$ cat src/rtl/uart_pkg.sv
// Shared definitions for the UART transmit path: state encoding, oversampling ratio,
// default frame and divider parameters, and a counter-width helper.
package uart_pkg;

  localparam int unsigned OVERSAMPLE        = 16;
  localparam int unsigned DEFAULT_DATA_BITS = 8;
  localparam int unsigned DEFAULT_SB_TICKS  = 16;
  localparam int unsigned DEFAULT_BAUD_DIV  = 651;

  typedef enum logic [1:0] {
    StIdle  = 2'd0,
    StStart = 2'd1,
    StData  = 2'd2,
    StStop  = 2'd3
  } tx_state_e;

  // Width needed to count 0..n-1; never below one bit.
  function automatic int unsigned cnt_width(input int unsigned n);
    return (n > 1) ? $clog2(n) : 1;
  endfunction

endpackage

$ cat src/rtl/baud_tick_gen.sv
// Oversample tick generator: one-cycle pulse every BAUD_DIV clocks, restartable via clear.
module baud_tick_gen import uart_pkg::*; #(
  parameter int unsigned BAUD_DIV = DEFAULT_BAUD_DIV
) (
  input  logic clk,
  input  logic reset,
  input  logic clear,
  output logic tick
);

  localparam int unsigned    CntW   = cnt_width(BAUD_DIV);
  localparam logic [CntW-1:0] CntMax = CntW'(BAUD_DIV - 1);

  logic [CntW-1:0] cnt_q, cnt_d;

  always_comb begin
    tick  = (cnt_q == CntMax);
    cnt_d = cnt_q + 1'b1;
    if (clear || tick) begin
      cnt_d = '0;
    end
  end

  always_ff @(posedge clk or posedge reset) begin
    if (reset) begin
      cnt_q <= '0;
    end else begin
      cnt_q <= cnt_d;
    end
  end

endmodule

$ cat src/rtl/uart_tx_unit.sv
// UART transmitter fed from a show-ahead FIFO: start bit, LSB-first data, SB_TICKS of stop,
// with zero-gap back-to-back frames while the FIFO has data.
module uart_tx_unit import uart_pkg::*; #(
  parameter int unsigned DATA_BITS = DEFAULT_DATA_BITS,
  parameter int unsigned SB_TICKS  = DEFAULT_SB_TICKS,
  parameter int unsigned BAUD_DIV  = DEFAULT_BAUD_DIV
) (
  input  logic                 clk,
  input  logic                 reset,
  input  logic                 fifo_empty,
  input  logic [DATA_BITS-1:0] fifo_data,
  output logic                 fifo_read,
  output logic                 tx,
  output logic                 tx_busy
);

  localparam int unsigned TickMax = (SB_TICKS > OVERSAMPLE) ? SB_TICKS : OVERSAMPLE;
  localparam int unsigned TickW   = cnt_width(TickMax);
  localparam int unsigned BitW    = cnt_width(DATA_BITS);

  localparam logic [TickW-1:0] TickLastBit  = TickW'(OVERSAMPLE - 1);
  localparam logic [TickW-1:0] TickLastStop = TickW'(SB_TICKS - 1);
  localparam logic [BitW-1:0]  BitLast      = BitW'(DATA_BITS - 1);

  tx_state_e            state_q, state_d;
  logic [DATA_BITS-1:0] shift_q, shift_d;
  logic [TickW-1:0]     tick_cnt_q, tick_cnt_d;
  logic [BitW-1:0]      bit_idx_q, bit_idx_d;
  logic                 tx_q, tx_d;
  logic                 fifo_read_q, fifo_read_d;
  logic                 tick;
  logic                 start_frame;

  baud_tick_gen #(
    .BAUD_DIV(BAUD_DIV)
  ) u_baud_tick_gen (
    .clk  (clk),
    .reset(reset),
    .clear(start_frame),
    .tick (tick)
  );

  always_comb begin
    state_d     = state_q;
    shift_d     = shift_q;
    tick_cnt_d  = tick_cnt_q;
    bit_idx_d   = bit_idx_q;
    tx_d        = tx_q;
    fifo_read_d = 1'b0;
    start_frame = 1'b0;

    unique case (state_q)
      StIdle: begin
        tx_d        = 1'b1;
        start_frame = !fifo_empty;
      end
      StStart: begin
        if (tick) begin
          if (tick_cnt_q == TickLastBit) begin
            tick_cnt_d = '0;
            bit_idx_d  = '0;
            tx_d       = shift_q[0];
            state_d    = StData;
          end else begin
            tick_cnt_d = tick_cnt_q + 1'b1;
          end
        end
      end
      StData: begin
        if (tick) begin
          if (tick_cnt_q == TickLastBit) begin
            tick_cnt_d = '0;
            shift_d    = shift_q >> 1;
            if (bit_idx_q == BitLast) begin
              tx_d    = 1'b1;
              state_d = StStop;
            end else begin
              tx_d      = shift_d[0];
              bit_idx_d = bit_idx_q + 1'b1;
            end
          end else begin
            tick_cnt_d = tick_cnt_q + 1'b1;
          end
        end
      end
      StStop: begin
        if (tick) begin
          if (tick_cnt_q == TickLastStop) begin
            tick_cnt_d = '0;
            if (!fifo_empty) begin
              start_frame = 1'b1;
            end else begin
              state_d = StIdle;
            end
          end else begin
            tick_cnt_d = tick_cnt_q + 1'b1;
          end
        end
      end
      default: state_d = StIdle;
    endcase

    // Capture the head word at the pop edge so later FIFO changes cannot disturb the frame.
    if (start_frame) begin
      shift_d     = fifo_data;
      fifo_read_d = 1'b1;
      tx_d        = 1'b0;
      tick_cnt_d  = '0;
      state_d     = StStart;
    end
  end

  always_ff @(posedge clk or posedge reset) begin
    if (reset) begin
      state_q     <= StIdle;
      shift_q     <= '0;
      tick_cnt_q  <= '0;
      bit_idx_q   <= '0;
      tx_q        <= 1'b1;
      fifo_read_q <= 1'b0;
    end else begin
      state_q     <= state_d;
      shift_q     <= shift_d;
      tick_cnt_q  <= tick_cnt_d;
      bit_idx_q   <= bit_idx_d;
      tx_q        <= tx_d;
      fifo_read_q <= fifo_read_d;
    end
  end

  assign tx        = tx_q;
  assign fifo_read = fifo_read_q;
  assign tx_busy   = (state_q != StIdle);

endmodule

$ cat config.mk
export PLATFORM = sky130hd
export DESIGN_NAME = uart_tx_unit
export DESIGN_NICKNAME = d
export VERILOG_FILES = /design/src/rtl/uart_pkg.sv /design/src/rtl/baud_tick_gen.sv /design/src/rtl/uart_tx_unit.sv
export SDC_FILE = /design/constraint.sdc
export NUM_CORES = 1
export LEC_CHECK = 0
export ABC_AREA = 1
export BUFFER_PORTS_ARGS = -buffer_cell sky130_fd_sc_hd__buf_2
export CORE_AREA = 2 2 73 75
export CTS_CLUSTER_DIAMETER = 150
export CTS_CLUSTER_SIZE = 20
export DETAILED_ROUTE_END_ITERATION = 16
export DIE_AREA = 0 0 75 77
export SLEW_MARGIN = 20
export SYNTH_ARGS = -nofsm -noshare
export SYNTH_HDL_FRONTEND = slang
export SYNTH_SLANG_ARGS = --single-unit
$ cat constraint.sdc
create_clock -name clk -period 3.6 [get_ports clk]
set_input_delay 0.54 -clock clk [delete_from_list [all_inputs] [get_ports clk]]
set_output_delay 0.54 -clock clk [all_outputs]
set_load 0.01 [all_outputs]
==> impl_metrics.py, run 1 <==
metrics = {
    "yosys": {
        "synthMuxAreaShare": 0,
        "synth_area_leaders": "dfrtp_1, nand2_1, ha_1, nor2_1, inv_1",
        "avgSynthCellArea_sq_um": 7.84,
        "synth_fp_nets": 232,
        "synth_edf_count": 0,
        "synth_most_common_cell": "nand2_1",
        "synth-adder-area-share": 0.0677,
        "synthTopCellsByCount": "nand2_1, dfrtp_1, nor2_1",
        "synthXorXnorAreaFrac": 0.0211,
        "ys.flop_type": "dfrtp_1",
        "yosysSeqAreaShare": 0.437,
        "synth.distinct_cells": 31,
        "synth_top_family_by_area": "simple AND/OR/NAND/NOR gates",
        "synth-simple-area-share": 0.332,
        "ys_warn_count": 0,
        "synthArstFlopShare": 1.00,
        "synthCells": 212,
        "synth_compound_area_frac": 0.0820,
        "synth_seq_cells": 29,
        "synth_area_leader_cell": "dfrtp_1",
        "synth_area_sq_mm": 0.00166,
        "synth_top_area_frac": 0.421,
    },
    "detailed_routing": {
        "wl_per_cell_microns": 10.8,
        "drtIter0Drc": 86,
        "wirelength_mm": 3.24,
        "drc": 0,
        "via_count": 1411,
        "drt-pass1-iter-count": 4,
        "avgViaCountPerCell": 4.69,
        "antenna_left": 0,
    },
    "grt": {
        "grtUsageMet2": 0.198,
        "overflow": 0,
        "grt_max_degree": 30,
        "grtUsageMet3": 0.0368,
        "grt.busiest_layer": "met2",
        "grt_pass1_vias": 1288,
        "antenna_found_initial": 0,
        "gr-usage-met1": 0.170,
        "grt_pass1_wl_mm": 5.75,
        "grt_usage": 0.128,
    },
    "critical_path": {
        "crit_type": "flop to flop",
        "crit_arrival_ns": 2.13,
        "cp_slowest_stage_delay_ns": 0.40,
        "critical-path-top-delay-family": "simple AND/OR/NAND/NOR gates",
        "worstPathCellList": "inv_1 > ha_1 > nor2_1 > nand2_4 > nand2_4 > o21ai_2 > nand2_1 > nand2_1",
        "crit_slowest_cell": "dfrtp_1",
        "worstPathRequired_ns": 3.77,
        "critical_path.n_buffers_inverters": 1,
        "crit_path_end_kind": "flop",
        "cp_max_fo": 26,
        "cp-start-kind": "flop",
    },
    "timing": {
        "fmax_mhz": 510,
        "rsz0062_at_grt": "no",
        "setup_viol": 0,
        "holdWs_ns": 0.312,
        "finalSetupTns_ns": 0,
        "hold_viol": 0,
        "setup_slack_ns": 1.64,
        "final_max_slew_viol_count": 0,
        "fin_crit_ns": 1.96,
        "tightestPinTransition_ns": 0.394,
        "min_period_over_period": 0.544,
        "fin_worst_skew_ns": 0.00525,
        "max-slew-margin-rel": 0.736,
    },
    "clocking": {
        "postCtsHoldBufs": 0,
        "cts_tree": "done",
        "cts_setup_buffers": 0,
        "h-tree-depth": 2,
        "cts-root-buf": "clkbuf_8",
        "clock_path_buffers": 2,
        "clkSlewWorstSetupHoldPaths_ns": 0.07,
        "cts_resized": 0,
        "clock_latency_ns": 0.28,
        "clock-sinks": 29,
        "numCtsBuffers": 5,
    },
    "place": {
        "dp_slack_ns": 1.63,
        "io_buffers": 13,
        "hpwl_mm": 2.42,
        "place_congestion": 0.764,
    },
    "floorplanning": {
        "die_height_microns": 77,
        "die_area_sq_mm": 0.00578,
        "ios": 14,
        "start_util": 0.334,
        "core.rowCount": 26,
        "core-area_sq_mm": 0.00498,
        "die_x_microns": 75,
    },
    "layout": {
        "antenna_cells": 0,
        "drive_gt1_frac": 0.165,
        "areaGrowthSynthToFinish_pct": 13.9,
        "fin_nets": 250,
        "fillers": 534,
        "final_util": 0.381,
    },
    "power": {
        "total_power_uw": 1330,
        "p_leak_uw": 0.000965,
        "power_density_mw_per_mm2": 700,
        "vdd.ir_drop.worst_mv": 0.297,
    },
    "flow_run": {
        "cap_viol_max_count": 0,
    },
    "min_path": {
        "min_path_type": "primary input to asynchronous set/reset pin",
    },
    "run_status": {
        "status": "complete, no violations",
    },
}
[logic make-up after synthesis]
kind of cell,Yosys count
and+or+nand+nor,124
DFF,29
buffers and inverters,24
AOI/OAI and AO/OA,22
adders and majority gates,9
xor gates and xnor gates,4
[layout by cell type (no fill, tap or decap)]
| cell type | netlist | routed |
|---|---|---|
| nand2_1 | 71 | 71 |
| o211ai_1 | 7 | 7 |
| xor2_1 | 3 | 3 |
| a31oi_1 | 1 | 1 |
| or2_2 | 1 | 1 |
| dfstp_2 | 1 | 1 |
| nor4_1 | 1 | 1 |
| clkinv_2 | 1 | 1 |
| nand4_1 | 7 | 7 |
| o21ai_0 | 2 | 2 |
| buf_4 | 0 | 1 |
| inv_2 | 3 | 3 |
| nand2_2 | 1 | 1 |
| clkinvlp_4 | 0 | 3 |
| nor2_1 | 19 | 19 |
| a21oi_1 | 6 | 6 |
| dfrtp_1 | 28 | 28 |
| xnor2_1 | 1 | 1 |
| nor3b_1 | 1 | 1 |
| nor3_1 | 5 | 5 |
| buf_2 | 1 | 13 |
| nand3_1 | 11 | 11 |
| o21ai_2 | 2 | 2 |
| clkinv_1 | 1 | 1 |
| o21ai_1 | 4 | 4 |
| nor2_2 | 3 | 3 |
| nand4_2 | 1 | 1 |
| nand3_2 | 1 | 1 |
| nand2_4 | 2 | 2 |
| clkbuf_8 | 0 | 5 |
| inv_1 | 16 | 16 |
| ha_1 | 9 | 9 |
[sequential cells by signal, indices dropped and copies added, names as in the netlist]
name / count
fifo_read: 1
bit_idx_q: 3
shift_q: 8
state_q: 2
u_baud_tick_gen.cnt_q: 10
tx: 1
tick_cnt_q: 4
[report_power, final]
group	total (uW)	leakage [uW]	internal (uW)	switching, uW
clock	272	0.0000364	135	136
combinational	551	0.000547	195	357
sequential	503	0.000382	424	79.1
[per-layer routing]
metal,vias up,routed length (microns)
met5,-,0
met4,0,49
met3,6,109
met2,22,1510
met1,654,1570
li1,729,-
[tightest hold or removal path: stages]
cell and delay, ns:
buf_2 0.09, inv_1 0.04, buf_4 0.33
[area by class of cell]
cell class	instances	area [sq um]	share of cell area
clock buffer	5	68.8	0.0363
clock inverter	3	22.5	0.0119
inverter	21	80.1	0.0423
multi-input combinational	159	836	0.441
sequential	29	727	0.384
tap	70	87.6	0.0462
timing repair buffer	14	72.6	0.0383
[per-stage QoR]
stage	std cells	area (sq um)
after floorplan	212	1660
after global placement	293	1800
after detailed placement	293	1800
after CTS	301	1890
after global routing	301	1890
final	301	1890
[worst paths after layout]
check | startpoint | endpoint | slack (ns) | depth (start not counted)
max | state_q[0] | tick_cnt_q[1] | 1.64 | 8
min | reset | shift_q[5] | 0.31 | 3
max reg2reg | state_q[0] | tick_cnt_q[1] | 1.64 | 8
min reg2reg | tx | tx | 0.46 | 2
max in group asynchronous | reset | tx | 2.98 | 3
min in group clk | tx | tx | 0.46 | 2
(Power assumes the default switching activity.)
==> run 2: changes to the inputs <==
clock period = 1.8 ns   (was 3.6 ns; I/O delays follow)
==> run 2 against run 1 <==
Against the previous run:
- global-route usage grew 0.76 points
- fmax grew 15%
- critical endpoint is now u_baud_tick_gen.cnt_q[2]
- largest cell class unchanged
- sequential power grew 98%
==> impl_metrics.py, run 2 (same netlist as run 1, synthesis figures left out) <==
metrics = {
    "run_status": {
        "status": "complete, no violations",
    },
    "place": {
        "dp_slack_ns": 0.0378,
        "io_buffers": 13,
        "hpwl_mm": 2.51,
        "place_congestion": 0.774,
    },
    "detailed_routing": {
        "via_count": 1510,
        "drtIter0Drc": 82,
        "avgViaCountPerCell": 4.66,
        "drt-pass1-iter-count": 4,
        "wirelength_mm": 3.67,
        "wl_per_cell_microns": 11.3,
        "drc": 0,
        "antenna_left": 0,
    },
    "timing": {
        "final_max_slew_viol_count": 0,
        "fin_crit_ns": 1.71,
        "max-slew-margin-rel": 0.753,
        "rsz0062_at_grt": "no",
        "tightestPinTransition_ns": 0.371,
        "hold_viol": 0,
        "min_period_over_period": 0.949,
        "setup_viol": 0,
        "fin_worst_skew_ns": 0.00470,
        "fmax_mhz": 586,
        "setup_slack_ns": 0.0925,
        "finalSetupTns_ns": 0,
    },
    "layout": {
        "reg_top3": "u_baud_tick_gen.cnt_q (10), shift_q (8), tick_cnt_q (4)",
        "fillers": 498,
        "layout_common_cells": "nand2_1, dfrtp_1, buf_4",
        "drive_gt1_frac": 0.268,
        "antenna_cells": 0,
        "mostFrequentLayoutCell": "nand2_1",
        "fin_nets": 274,
        "seqCellArea_sq_um": 727,
        "top_register": "u_baud_tick_gen.cnt_q",
        "multi_input_area_sq_um": 938,
        "final_util": 0.441,
        "areaGrowthSynthToFinish_pct": 32.1,
        "largest_reg_flops": 10,
    },
    "critical_path": {
        "crit_arrival_ns": 1.88,
        "critical-path-top-delay-family": "simple AND/OR/NAND/NOR gates",
        "cp-start-kind": "flop",
        "cp_max_fo": 9,
        "worstPathCellList": "ha_1 > nand3_1 > nor2_2 > nand3_2 > nand2_4 > nand2_8 > nand2_8 > buf_12 > nor3b_1",
        "cp_common_cell": "nand2_8",
        "crit_slowest_cell": "dfrtp_1",
        "cp.depth": 9,
        "cp_slowest_stage_delay_ns": 0.40,
        "reg2regPathDepth": 9,
        "crit_type": "flop to flop",
        "crit_path_end_kind": "flop",
        "worstPathRequired_ns": 1.97,
        "critical_path.n_buffers_inverters": 1,
    },
    "flow_run": {
        "cap_viol_max_count": 0,
    },
    "clocking": {
        "h-tree-depth": 2,
        "clock_path_buffers": 2,
        "clkSlewWorstSetupHoldPaths_ns": 0.06,
        "postCtsHoldBufs": 0,
        "numCtsBuffers": 5,
        "cts-root-buf": "clkbuf_8",
        "clock_latency_ns": 0.27,
        "clock-sinks": 29,
        "cts_tree": "done",
    },
    "floorplanning": {
        "die_x_microns": 75,
        "die_area_sq_mm": 0.00578,
        "core.rowCount": 26,
        "core-area_sq_mm": 0.00498,
        "ios": 14,
        "die_height_microns": 77,
        "start_util": 0.334,
    },
    "power": {
        "power_density_mw_per_mm2": 1470,
        "p_leak_uw": 0.00111,
        "total_power_uw": 3240,
        "vdd.ir_drop.worst_mv": 0.686,
    },
    "grt": {
        "grt_pass1_vias": 1377,
        "grt_pass1_wl_mm": 6.09,
        "overflow": 0,
        "antenna_found_initial": 0,
        "grt_max_degree": 30,
        "grt_usage": 0.136,
    },
    "min_path": {
        "min_path_type": "primary input to asynchronous set/reset pin",
    },
}
## run 2: cell type report
| class | count | area share |
|---|---|---|
| flip-flops and latches | 29 | 0.331 |
| clock buffers | 7 | 0.0393 |
| repair buffers | 36 | 0.123 |
| well taps | 70 | 0.0399 |
| inverters | 21 | 0.0393 |
| multi-input cells | 161 | 0.427 |
## run 2: routing by layer
layer / global-route usage / up-vias / wire, microns
li1: - / 776 / -
met5: 0 / - / 0
met1: 0.191 / 705 / 1830
met4: 0.0482 / 0 / 44
met3: 0.0394 / 4 / 117
met2: 0.196 / 25 / 1680
## run 2: per-stage QoR
stage,hold WS [ns],cells,area (sq um)
final,0.0543,324,2200
after global routing,0.0965,324,2200
after CTS,0.0688,315,2000
after detailed placement,0.366,308,1920
after global placement,0.364,308,1920
after floorplan,0.347,212,1660
## run 2: final timing paths
check                              start                        to  slack [ns]
min reg2reg                           tx                        tx        0.46
min in group clk            fifo_data[7]                shift_q[7]        0.21
min                                reset                shift_q[6]        0.05
max reg2reg                tick_cnt_q[0]  u_baud_tick_gen.cnt_q[2]        0.09
max                        tick_cnt_q[0]  u_baud_tick_gen.cnt_q[2]        0.09
max in group asynchronous          reset                        tx        1.43
## run 2: worst reg2reg max path: stages (launching register included)
cell	delay [ns]
dfrtp_1	0.40
ha_1	0.23
nand3_1	0.13
nor2_2	0.07
nand3_2	0.09
nand2_4	0.11
nand2_8	0.16
nand2_8	0.08
buf_12	0.15
nor3b_1	0.21
## run 2: power breakdown
part | internal, uW | leakage [uW] | total, uW | switching (uW)
clock network | 303 | 0.0000443 | 531 | 229
registers | 850 | 0.000382 | 995 | 145
logic | 726 | 0.000686 | 1710 | 984
total | 1880 | 0.00111 | 3240 | 1360
## run 2: repair_timing
item                                    CTS  global route
hold endpoints to repair                  0             0
buffers inserted                          0             7
endpoints found under the setup margin    0            28
resized for setup                         0            22
==> run 3: changes to the inputs <==
CORE_AREA = 2 2 61 63   (was 2 2 73 75)
DIE_AREA = 0 0 63 65   (was 0 0 75 77)
PLACE_DENSITY = 0.7   (was not set)
==> run 3 against run 2 <==
Against the previous run:
- clock skew is 0.0026 ns higher
- first-iteration DRC count shrank 49%
- critical path depth down 4
- clock power increased by 3%
==> impl_metrics.py, run 3 (same netlist as run 1, synthesis figures left out) <==
metrics = {
    "layout": {
        "seqCellArea_sq_um": 727,
        "drive_gt1_frac": 0.239,
        "mostFrequentLayoutCell": "nand2_1",
        "top_register": "u_baud_tick_gen.cnt_q",
        "antenna_cells": 0,
        "fillers": 340,
        "layout_common_cells": "nand2_1, dfrtp_1, nor2_1",
        "largest_reg_flops": 10,
        "reg_top3": "u_baud_tick_gen.cnt_q (10), shift_q (8), tick_cnt_q (4)",
        "multi_input_area_sq_um": 898,
        "areaGrowthSynthToFinish_pct": 24.4,
        "fin_nets": 266,
    },
    "timing": {
        "fin_worst_skew_ns": 0.00733,
        "setup_slack_ns": 0.133,
        "min_period_over_period": 0.926,
        "final_max_slew_viol_count": 0,
        "hold_viol": 0,
        "max-slew-margin-rel": 0.759,
        "setup_viol": 0,
        "fmax_mhz": 600,
        "finalSetupTns_ns": 0,
        "tightestPinTransition_ns": 0.361,
        "fin_crit_ns": 1.67,
        "rsz0062_at_grt": "no",
    },
    "detailed_routing": {
        "avgViaCountPerCell": 5.08,
        "wl_per_cell_microns": 11.4,
        "drc": 0,
        "drtIter0Drc": 42,
        "antenna_left": 0,
        "wirelength_mm": 3.37,
        "drt-pass1-iter-count": 4,
        "via_count": 1499,
    },
    "place": {
        "io_buffers": 13,
        "place_congestion": 0.787,
        "dp_slack_ns": 0.0596,
        "hpwl_mm": 2.32,
    },
    "floorplanning": {
        "start_util": 0.476,
        "ios": 14,
        "die_x_microns": 63,
        "die_height_microns": 65,
        "core-area_sq_mm": 0.00350,
        "core.rowCount": 22,
        "die_area_sq_mm": 0.00410,
    },
    "critical_path": {
        "reg2regPathDepth": 12,
        "cp-start-kind": "flop",
        "critical_path.n_buffers_inverters": 4,
        "worstPathCellList": "inv_1 > ha_1 > inv_2 > buf_4 > buf_2",
        "crit_path_end_kind": "output port",
        "critical-path-top-delay-family": "buffers and inverters",
        "cp_slowest_stage_delay_ns": 0.40,
        "worstPathRequired_ns": 1.53,
        "crit_slowest_cell": "dfrtp_1",
        "crit_type": "flop to output port",
        "timing.rr.start": "u_baud_tick_gen.cnt_q[0]",
        "crit_arrival_ns": 1.40,
        "r2r_slack_ns": 0.15,
        "cp_max_fo": 7,
        "timing.rr.end": "shift_q[5]",
    },
    "min_path": {
        "hold_depth": 3,
        "whs_endpoint": "shift_q[7]",
        "min_path_type": "primary input to flop",
        "hold_start": "fifo_data[7]",
    },
    "clocking": {
        "h-tree-depth": 2,
        "clock_latency_ns": 0.34,
        "clock_path_buffers": 2,
        "numCtsBuffers": 5,
        "clkSlewWorstSetupHoldPaths_ns": 0.10,
        "clock-sinks": 29,
        "cts-root-buf": "clkbuf_4",
        "cts_tree": "done",
    },
    "grt": {
        "grt_pass1_vias": 1345,
        "grt_max_degree": 30,
        "gr-usage-met1": 0.233,
        "grt.busiest_layer": "met2",
        "grtUsageMet3": 0.0330,
        "grt_pass1_wl_mm": 5.72,
        "overflow": 0,
        "grt_usage": 0.177,
        "antenna_found_initial": 0,
        "grtUsageMet2": 0.287,
    },
    "power": {
        "power_density_mw_per_mm2": 1490,
        "p_leak_uw": 0.00106,
        "vdd.ir_drop.worst_mv": 0.701,
    },
    "flow_run": {
        "cap_viol_max_count": 0,
    },
    "run_status": {
        "status": "complete, no violations",
    },
}
run 3: layout make-up:
class,count,area share
multi-input cells,160,0.434
clock inverters,3,0.0224
well taps,48,0.0290
repair buffers,29,0.103
inverters,21,0.0417
flip-flops and latches,29,0.351
clock buffers,5,0.0181
run 3: worst max-delay path by stage:
stage	cells past startpoint	from	slack, ns	endpoint
floorplan	9	state_q[0]	0.17	shift_q[0]
global placement	11	state_q[0]	0.09	shift_q[0]
CTS	11	tick_cnt_q[0]	0.04	shift_q[0]
detailed placement	11	tick_cnt_q[0]	0.06	shift_q[0]
global route	12	u_baud_tick_gen.cnt_q[0]	0.01	shift_q[0]
finish	5	state_q[0]	0.13	tx_busy
run 3: worst register-to-register path, stage by stage, from the launching register on:
cell,delay (ns)
dfrtp_1,0.39
inv_1,0.09
ha_1,0.17
nand2_1,0.09
nor2_2,0.12
nand3_2,0.09
nand2_4,0.14
buf_12,0.12
nand2_4,0.10
nand2_1,0.09
nand2_1,0.05
nand2_1,0.05
nand2_1,0.04
run 3: power by group:
group | leakage, uW | switching [uW] | internal (uW)
combinational | 0.000637 | 888 | 651
sequential | 0.000382 | 141 | 847
clock | 0.0000414 | 254 | 294
total | 0.00106 | 1280 | 1790
run 3: per-stage QoR:
| stage | cells | hold slack, ns | utilization | area, sq um | total power (uW) |
|---|---|---|---|---|---|
| 5_1_grt | 295 | 0.171 | 0.592 | 2070 | 3360 |
| 3_5_place_dp | 282 | 0.362 | 0.535 | 1870 | 2300 |
| 3_3_place_gp | 282 | 0.355 | 0.535 | 1870 | 2280 |
| 4_1_cts | 291 | 0.139 | 0.562 | 1960 | 2860 |
| 2_1_floorplan | 212 | 0.347 | - | 1660 | 1890 |
| 6_report | 295 | 0.145 | 0.592 | 2070 | 3070 |
run 3: per-layer routing:
metal / up-vias / part of all wire
met4: 0 / 0.015
met1: 698 / 0.48
met5: - / 0
met3: 5 / 0.041
met2: 34 / 0.47
li1: 762 / -
run 3: what timing repair did:
item	in CTS	in global routing
hold buffers	1	0
setup buffers	0	3
resized for setup	0	14
setup endpoints to repair	0	23
endpoints found under the hold margin	28	0
